`config.mk`:
```
export PLATFORM = sky130hd
export DESIGN_NAME = mp_add_sequencer
export DESIGN_NICKNAME = d
export VERILOG_FILES = /design/src/rtl/mp_add_pkg.sv /design/src/rtl/mp_add_sequencer.sv
export SDC_FILE = /design/constraint.sdc
export NUM_CORES = 1
export LEC_CHECK = 0
export ABC_AREA = 1
export CORE_AREA = 2 2 379 381
export CTS_BUF_LIST = sky130_fd_sc_hd__clkbuf_4 sky130_fd_sc_hd__clkbuf_8
export CTS_CLUSTER_SIZE = 25
export DETAILED_ROUTE_END_ITERATION = 16
export DIE_AREA = 0 0 381 383
export GPL_ROUTABILITY_DRIVEN = 0
export PLACE_DENSITY = 0.44
export SLEW_MARGIN = 25
export SYNTH_ARGS = -nofsm -noshare
export SYNTH_HDL_FRONTEND = slang
export SYNTH_SLANG_ARGS = --single-unit
```
`constraint.sdc`:
```
create_clock -name clk -period 2.7 [get_ports clk]
set_clock_uncertainty 0.1 [all_clocks]
set_input_delay 0.54 -clock clk [delete_from_list [all_inputs] [get_ports clk]]
set_output_delay 0.54 -clock clk [all_outputs]
set_load 0.02 [all_outputs]
```
`src/rtl/mp_add_pkg.sv`:
```
// Shared constants and FSM state encoding for the multi-precision add sequencer.
package mp_add_pkg;

  localparam int LIMB_W_DEF  = 64;
  localparam int LIMBS_DEF   = 4;
  localparam int ADD_LAT_DEF = 2;

  typedef enum logic [1:0] {
    ST_IDLE  = 2'd0,
    ST_ISSUE = 2'd1,
    ST_WAIT  = 2'd2,
    ST_DONE  = 2'd3
  } state_t;

endpackage

```
`src/rtl/mp_add_sequencer.sv`:
```
// Splits wide operands into limbs, feeds them one at a time to an external
// registered adder stage with chained carry, and presents the assembled sum.
module mp_add_sequencer
  import mp_add_pkg::*;
#(
  parameter int LIMB_W  = LIMB_W_DEF,
  parameter int LIMBS   = LIMBS_DEF,
  parameter int ADD_LAT = ADD_LAT_DEF
) (
  input  logic                      clk,
  input  logic                      rst_n,
  input  logic                      in_valid,
  output logic                      in_ready,
  input  logic [LIMB_W*LIMBS-1:0]   in_a,
  input  logic [LIMB_W*LIMBS-1:0]   in_b,
  input  logic                      in_cin,
  output logic [LIMB_W-1:0]         add_a,
  output logic [LIMB_W-1:0]         add_b,
  output logic                      add_cin,
  input  logic [LIMB_W-1:0]         add_sum,
  input  logic                      add_cout,
  output logic                      out_valid,
  input  logic                      out_ready,
  output logic [LIMB_W*LIMBS-1:0]   out_sum,
  output logic                      out_cout
);

  localparam int W      = LIMB_W * LIMBS;
  localparam int IDX_W  = (LIMBS > 1) ? $clog2(LIMBS) : 1;
  localparam int WCNT_W = $clog2(ADD_LAT + 1);

  state_t              state_r;
  logic [W-1:0]        a_r;
  logic [W-1:0]        b_r;
  logic                carry_r;
  logic [IDX_W-1:0]    idx_r;
  logic [WCNT_W-1:0]   wcnt_r;
  logic [W-1:0]        sum_r;
  logic                cout_r;
  logic                in_ready_r;
  logic                out_valid_r;
  logic [LIMB_W-1:0]   add_a_r;
  logic [LIMB_W-1:0]   add_b_r;
  logic                add_cin_r;
  logic [IDX_W:0]      nxt_idx_s;
  logic                last_limb_s;
  logic                lat_done_s;

  // Shift-based select so an index past the top limb yields zero instead of X.
  function automatic logic [LIMB_W-1:0] limb_of(input logic [W-1:0] v, input logic [IDX_W:0] k);
    logic [W-1:0] sh;
    sh = v >> (int'(k) * LIMB_W);
    return sh[LIMB_W-1:0];
  endfunction

  assign nxt_idx_s   = {1'b0, idx_r} + {{IDX_W{1'b0}}, 1'b1};
  assign last_limb_s = (idx_r == IDX_W'(LIMBS - 1));
  assign lat_done_s  = (wcnt_r == WCNT_W'(ADD_LAT));

  // Sequencer FSM; adder-facing limb outputs are reloaded whenever idx moves.
  always_ff @(posedge clk or negedge rst_n) begin
    if (!rst_n) begin
      state_r     <= ST_IDLE;
      a_r         <= '0;
      b_r         <= '0;
      carry_r     <= 1'b0;
      idx_r       <= '0;
      wcnt_r      <= '0;
      sum_r       <= '0;
      cout_r      <= 1'b0;
      in_ready_r  <= 1'b1;
      out_valid_r <= 1'b0;
      add_a_r     <= '0;
      add_b_r     <= '0;
      add_cin_r   <= 1'b0;
    end else begin
      case (state_r)
        ST_IDLE: begin
          if (in_valid) begin
            a_r        <= in_a;
            b_r        <= in_b;
            carry_r    <= in_cin;
            idx_r      <= '0;
            sum_r      <= '0;
            add_a_r    <= in_a[LIMB_W-1:0];
            add_b_r    <= in_b[LIMB_W-1:0];
            add_cin_r  <= in_cin;
            in_ready_r <= 1'b0;
            state_r    <= ST_ISSUE;
          end
        end
        ST_ISSUE: begin
          wcnt_r  <= WCNT_W'(1);
          state_r <= ST_WAIT;
        end
        ST_WAIT: begin
          if (lat_done_s) begin
            sum_r[int'(idx_r)*LIMB_W +: LIMB_W] <= add_sum;
            carry_r <= add_cout;
            if (last_limb_s) begin
              cout_r      <= add_cout;
              out_valid_r <= 1'b1;
              state_r     <= ST_DONE;
            end else begin
              idx_r     <= nxt_idx_s[IDX_W-1:0];
              add_a_r   <= limb_of(a_r, nxt_idx_s);
              add_b_r   <= limb_of(b_r, nxt_idx_s);
              add_cin_r <= add_cout;
              state_r   <= ST_ISSUE;
            end
          end else begin
            wcnt_r <= wcnt_r + WCNT_W'(1);
          end
        end
        ST_DONE: begin
          if (out_ready) begin
            out_valid_r <= 1'b0;
            in_ready_r  <= 1'b1;
            state_r     <= ST_IDLE;
          end
        end
        default: begin
          out_valid_r <= 1'b0;
          in_ready_r  <= 1'b1;
          state_r     <= ST_IDLE;
        end
      endcase
    end
  end

  assign in_ready  = in_ready_r;
  assign out_valid = out_valid_r;
  assign out_sum   = sum_r;
  assign out_cout  = cout_r;
  assign add_a     = add_a_r;
  assign add_b     = add_b_r;
  assign add_cin   = add_cin_r;

endmodule

```
-- After elaboration in Yosys (flattened, before gate mapping)
Cells that the tools add are included.
- logic and storage cells: 77
- bits in writable memories: 0
- register bits: 906
- ROM bits: 0
- input port bits: 582
- latch bits: 0
- output and inout port bits: 388
- memories: 0
- reductions and logical operators: 13
- equality and inequality tests: 11
- bitwise operators: 0
- multiplexer cells: 34
- div/mod/pow operators: 0
- shift operators: 4
- order comparisons: 0
- add/sub/neg operators: 3
- multiply operators: 0
- operators with widths (operator ; number):
    $mux 256 ; 2
    $pmux 256 s2 ; 1
    $shr 256x9->64 ; 2
    $mux 64 ; 6
    $bwmux 256 ; 1
    $pmux 64 s2 ; 2
    $shift 64x33->256 const A ; 1
    $shiftx 64x33->256 ; 1
    $neg 8->33 ; 1
    $mux 2 ; 8
    $ne 2x2->1 const B ; 6
    $reduce_and 3->1 ; 4
    $eq 2x2->1 const B ; 4
    $mux 1 ; 8
    $pmux 2 s2 ; 2
    $pmux 2 s4 ; 1
    $reduce_and 4->1 ; 2
    $reduce_bool 2->1 ; 4
    $pmux 1 s2 ; 3
    $reduce_and 2->1 ; 2
    $add 2x1->3 const B ; 1
    $add 2x1->2 const B ; 1
    $eq 2x1->1 const B ; 1
    $logic_not 2->1 ; 1

-- Longest topological paths before layout
- depth after elaboration: 5
- gate-level depth with buffers: 13
- gate-level depth less buffers: 8

-- Least setup slack after synthesis
OpenSTA, ideal clock, no wires.
- path type: register to register
- from: reg idx_r[0]
- to: reg sum_r[10], in the netlist out_sum[10]
- stages on the path, launching flop included: 13
- data required time: 2517 ps
- buffers on the path: 5
- data arrival time: 2261 ps
- period minus slack after synthesis: 2444 ps
- setup time: 83 ps
- setup slack: 256 ps
- cell sequence: dfrtp_1 > buf_2 > inv_1 > buf_2 > buf_2 > buf_2 > ha_1 > inv_1 > nand2_1 > nor2_8 > buf_2 > nand2_1 > o21ai_0
- word-level cells in the longest chain between the ends: 5
- elaborated cells on any way between the ends: 6
- classes of those cells: add/sub: 1; shift: 2; mux: 3
- ends and longest elaborated chain (element ; RTL line ; source):
    start: declaration ; mp_add_sequencer.sv:36 ; logic [IDX_W-1:0] idx_r;
    start signal: assignment ; mp_add_sequencer.sv:105 ; idx_r <= nxt_idx_s[IDX_W-1:0];
    $neg 8->33 * ; mp_add_sequencer.sv:98 ; sum_r[int'(idx_r)*LIMB_W +: LIMB_W] <= add_sum;
    $shiftx 64x33->256 / $shift 64x33->256 (equally long branches) ; mp_add_sequencer.sv:98 ;
    $bwmux 256 * ; mp_add_sequencer.sv:98 ;
    $mux 256 * ; mp_add_sequencer.sv:97 ; if (lat_done_s) begin
    $pmux 256 s2 * ; mp_add_sequencer.sv:77 ; case (state_r)
    end signal: indexed assignment ; mp_add_sequencer.sv:98 ;
    end: declaration ; mp_add_sequencer.sv:38 ; logic [W-1:0] sum_r;
Every way passes the cells marked *; elsewhere a longest branch is shown, timed or not. The select of a mux whose other input is x is not followed.
A chain may end at the register's enable or synchronous reset.

-- Worst setup path in the final report
- from: reg sum_r[99], in the netlist out_sum[99]
- to: out out_sum[99]
- RTL lines (element ; RTL line ; source):
    end: declaration ; mp_add_sequencer.sv:24 ; output logic [LIMB_W*LIMBS-1:0] out_sum,
No word-level cell between the ends.

==> results <==
## sequential cells by signal, indices dropped and copies added (netlist names)
signal,flops
wcnt_r,2
a_r,192
out_sum,256
idx_r,2
in_ready,1
add_cin,1
add_a,64
out_valid,1
state_r,2
out_cout,1
b_r,192
add_b,64
## cell type report
cell class	count	share of cell area
antenna	25	0.00121
clock buffer	240	0.0568
clock inverter	16	0.00323
inverter	273	0.0201
multi-input combinational	3222	0.257
sequential	778	0.376
tap	1903	0.0459
timing repair buffer	1207	0.240
## kinds of logic after synthesis
kind of cell,count (synthesis),synth area share
AO/OA/AOI/OAI,464,0.0663
adder cells (fa/ha/maj),6,0.00213
buffers and inverters,579,0.0708
flip-flops,778,0.553
AND/OR/NAND/NOR,2752,0.308
## synthesized netlist by cell type, types with 2 or more instances
master | instances | share of area
buf_1 | 8 | 0.00085
nand2_1 | 2054 | 0.22
inv_1 | 269 | 0.029
buf_4 | 7 | 0.0015
dfrtp_1 | 777 | 0.55
a21oi_1 | 2 | 0.00028
inv_2 | 3 | 0.00032
clkbuf_1 | 115 | 0.012
nor2_1 | 323 | 0.034
nand2_2 | 4 | 0.00071
o21ai_1 | 56 | 0.0080
nand3_1 | 287 | 0.041
clkbuf_2 | 4 | 0.00057
buf_2 | 160 | 0.023
ha_1 | 6 | 0.0021
nor3_1 | 77 | 0.011
o21ai_0 | 401 | 0.057
buf_6 | 12 | 0.0038
## final timing paths
kind	from	endpoint	slack, ns	cells past startpoint
setup / recovery	out_sum[99]	out_sum[99]	0.12	1
hold reg to reg	out_sum[168]	out_sum[168]	0.37	2
min in group asynchronous	rst_n	a_r[182]	0.66	3
setup reg to reg	idx_r[0]	out_sum[13]	0.29	8
max in group asynchronous	rst_n	a_r[73]	0.42	4
hold / removal	in_b[184]	b_r[184]	0.13	3
## layer usage
metal / GRT usage / part of all wire
met1: 0.270 / 0.43
met2: 0.353 / 0.48
met5: 0 / 0.0011
met4: 0.0698 / 0.027
met3: 0.0525 / 0.058
## metrics by stage
stage / hold WS, ns / power (µW) / cells
final: 0.125 / 53200 / 7664
after floorplan: 0.144 / 30900 / 4579
after detailed placement: 0.357 / 41200 / 7286
after global placement: 0.354 / 41000 / 7286
after CTS: 0.0000838 / 54200 / 7639
after global routing: 0.0562 / 57400 / 7660
## where the power goes
group / internal (µW) / switching [µW] / total, µW
clock network: 6980 / 5510 / 12500
logic: 8340 / 14600 / 23000
registers: 15900 / 1870 / 17800
total: 31200 / 22000 / 53200
## layout by cell type (no fill, tap or decap), types with 4 or more instances in the layout
cell type and instances:
inv_1 266, nor2_1 322, o21ai_1 56, clkbuf_8 183, buf_12 61, ha_1 6, dlygate4sd3_1 97, clkbuf_4 57
inv_2 4, clkinv_2 5, o21ai_0 401, nand2_2 5, nand3_1 286, dlygate4sd2_1 48, dfrtp_1 776, buf_4 80
clkinvlp_4 4, nor3_1 77, clkdlybuf4s50_1 919, diode_2 25, nand2_4 4, nand2_1 2049
## repair_timing
item,CTS,global route
hold endpoints to repair,671,0
cloned,0,0
hold buffers,97,0
endpoints found under the setup margin,48,1
gates resized for setup,48,1
==> results_dict.tcl <==
set metrics [dict create \
    clockBufferDepth 3 \
    avgRoutedWirePerCell_um 20.6 \
    detailed_place_hpwl_mm 114 \
    cp_max_fo 2 \
    place_ws_ns 0.269 \
    hp-class "in2reg" \
    synth-edff-count 0 \
    crit_path_end_kind "output port" \
    max_freq_mhz 388 \
    h-tree-depth 4 \
    grt.overflow.total 0 \
    track_usage 0.212 \
    drc_errors 0 \
    rsz0062_at_grt "no" \
    drv_cap 0 \
    fp-row-count 139 \
    setup_viol 0 \
    worstSkewPairLatency_ns 0.88 \
    vdd_drop_max_mv 0.457 \
    clk_pin_slew_worst_paths_ns 0.06 \
    grt_first_pass_wirelength_mm 231 \
    die-area_um2 146000 \
    dpl_cell_area_um2 47800 \
    yosys_most_used_dff "dfrtp_1" \
    multi_input_area_um2 13300 \
    fin_area_um2 51900 \
    worst_pin_slew_ns 0.856 \
    grt_pass1_vias 33900 \
    drt_pass1_iterations 8 \
    cts_sinks 778 \
    final_layout_size_suffix_gt1_frac 0.0743 \
    ys_warn_count 0 \
    status "finished clean" \
    synth_area_um2 35200 \
    core_um2 142000 \
    syn_avg_cell_area_um2 7.69 \
    required_ns 2.06 \
    die_w_um 381 \
    startpoint_type "register" \
    async_flop_share 1.00 \
    ant_nets 0 \
    fin_util 0.364 \
    crit_slowest_cell "clkdlybuf4s50_1" \
    cts_tree "built" \
    clockRootBuffer "clkbuf_8" \
    ys_ff_latch 778 \
    final_hold_viol_count 0 \
    die_height_um 383 \
    crit_buf_inv 1 \
    postCtsSetupRepairBufs 0 \
    syn_nets 5167 \
    power_per_cell_area_nw_per_um2 1030 \
    antenna_found_initial 40 \
    io_buffer_count 969 \
    worst-setup-path-type "reg2out" \
    via_per_inst 4.39 \
    leakage_uw 0.0239 \
    crit_family "buffers and inverters" \
    cp_cell_sequence "clkdlybuf4s50_1" \
    grt_max_degree 131 \
    io_pins 970 \
    period_share 0.954 \
    slowest_delay_ns 0.72 \
    nNetsFinal 6223 \
    vias 33663 \
    cts_buffers 153 \
    cp_data_arrival_time_ns 1.94 \
    layout_setup_ws_ns 0.124 \
    post-route-min-period_ns 2.58 \
    drt-initial-drc-count 2090 \
    start_util 0.248 \
    finalMaxSlewViolations 0 \
    finalSetupTns_ns 0 \
    fill_cells 15204 \
    seqCellArea_um2 19500 \
    synth_cells 4579 \
    routed_wl_mm 158 \
    slew_headroom 0.429 \
    synth_cell_types 32 \
    yosysSeqAreaShare 0.553 \
    area_growth_pct 47.2 \
]
No activity file was read; power rests on OpenSTA's default activity.
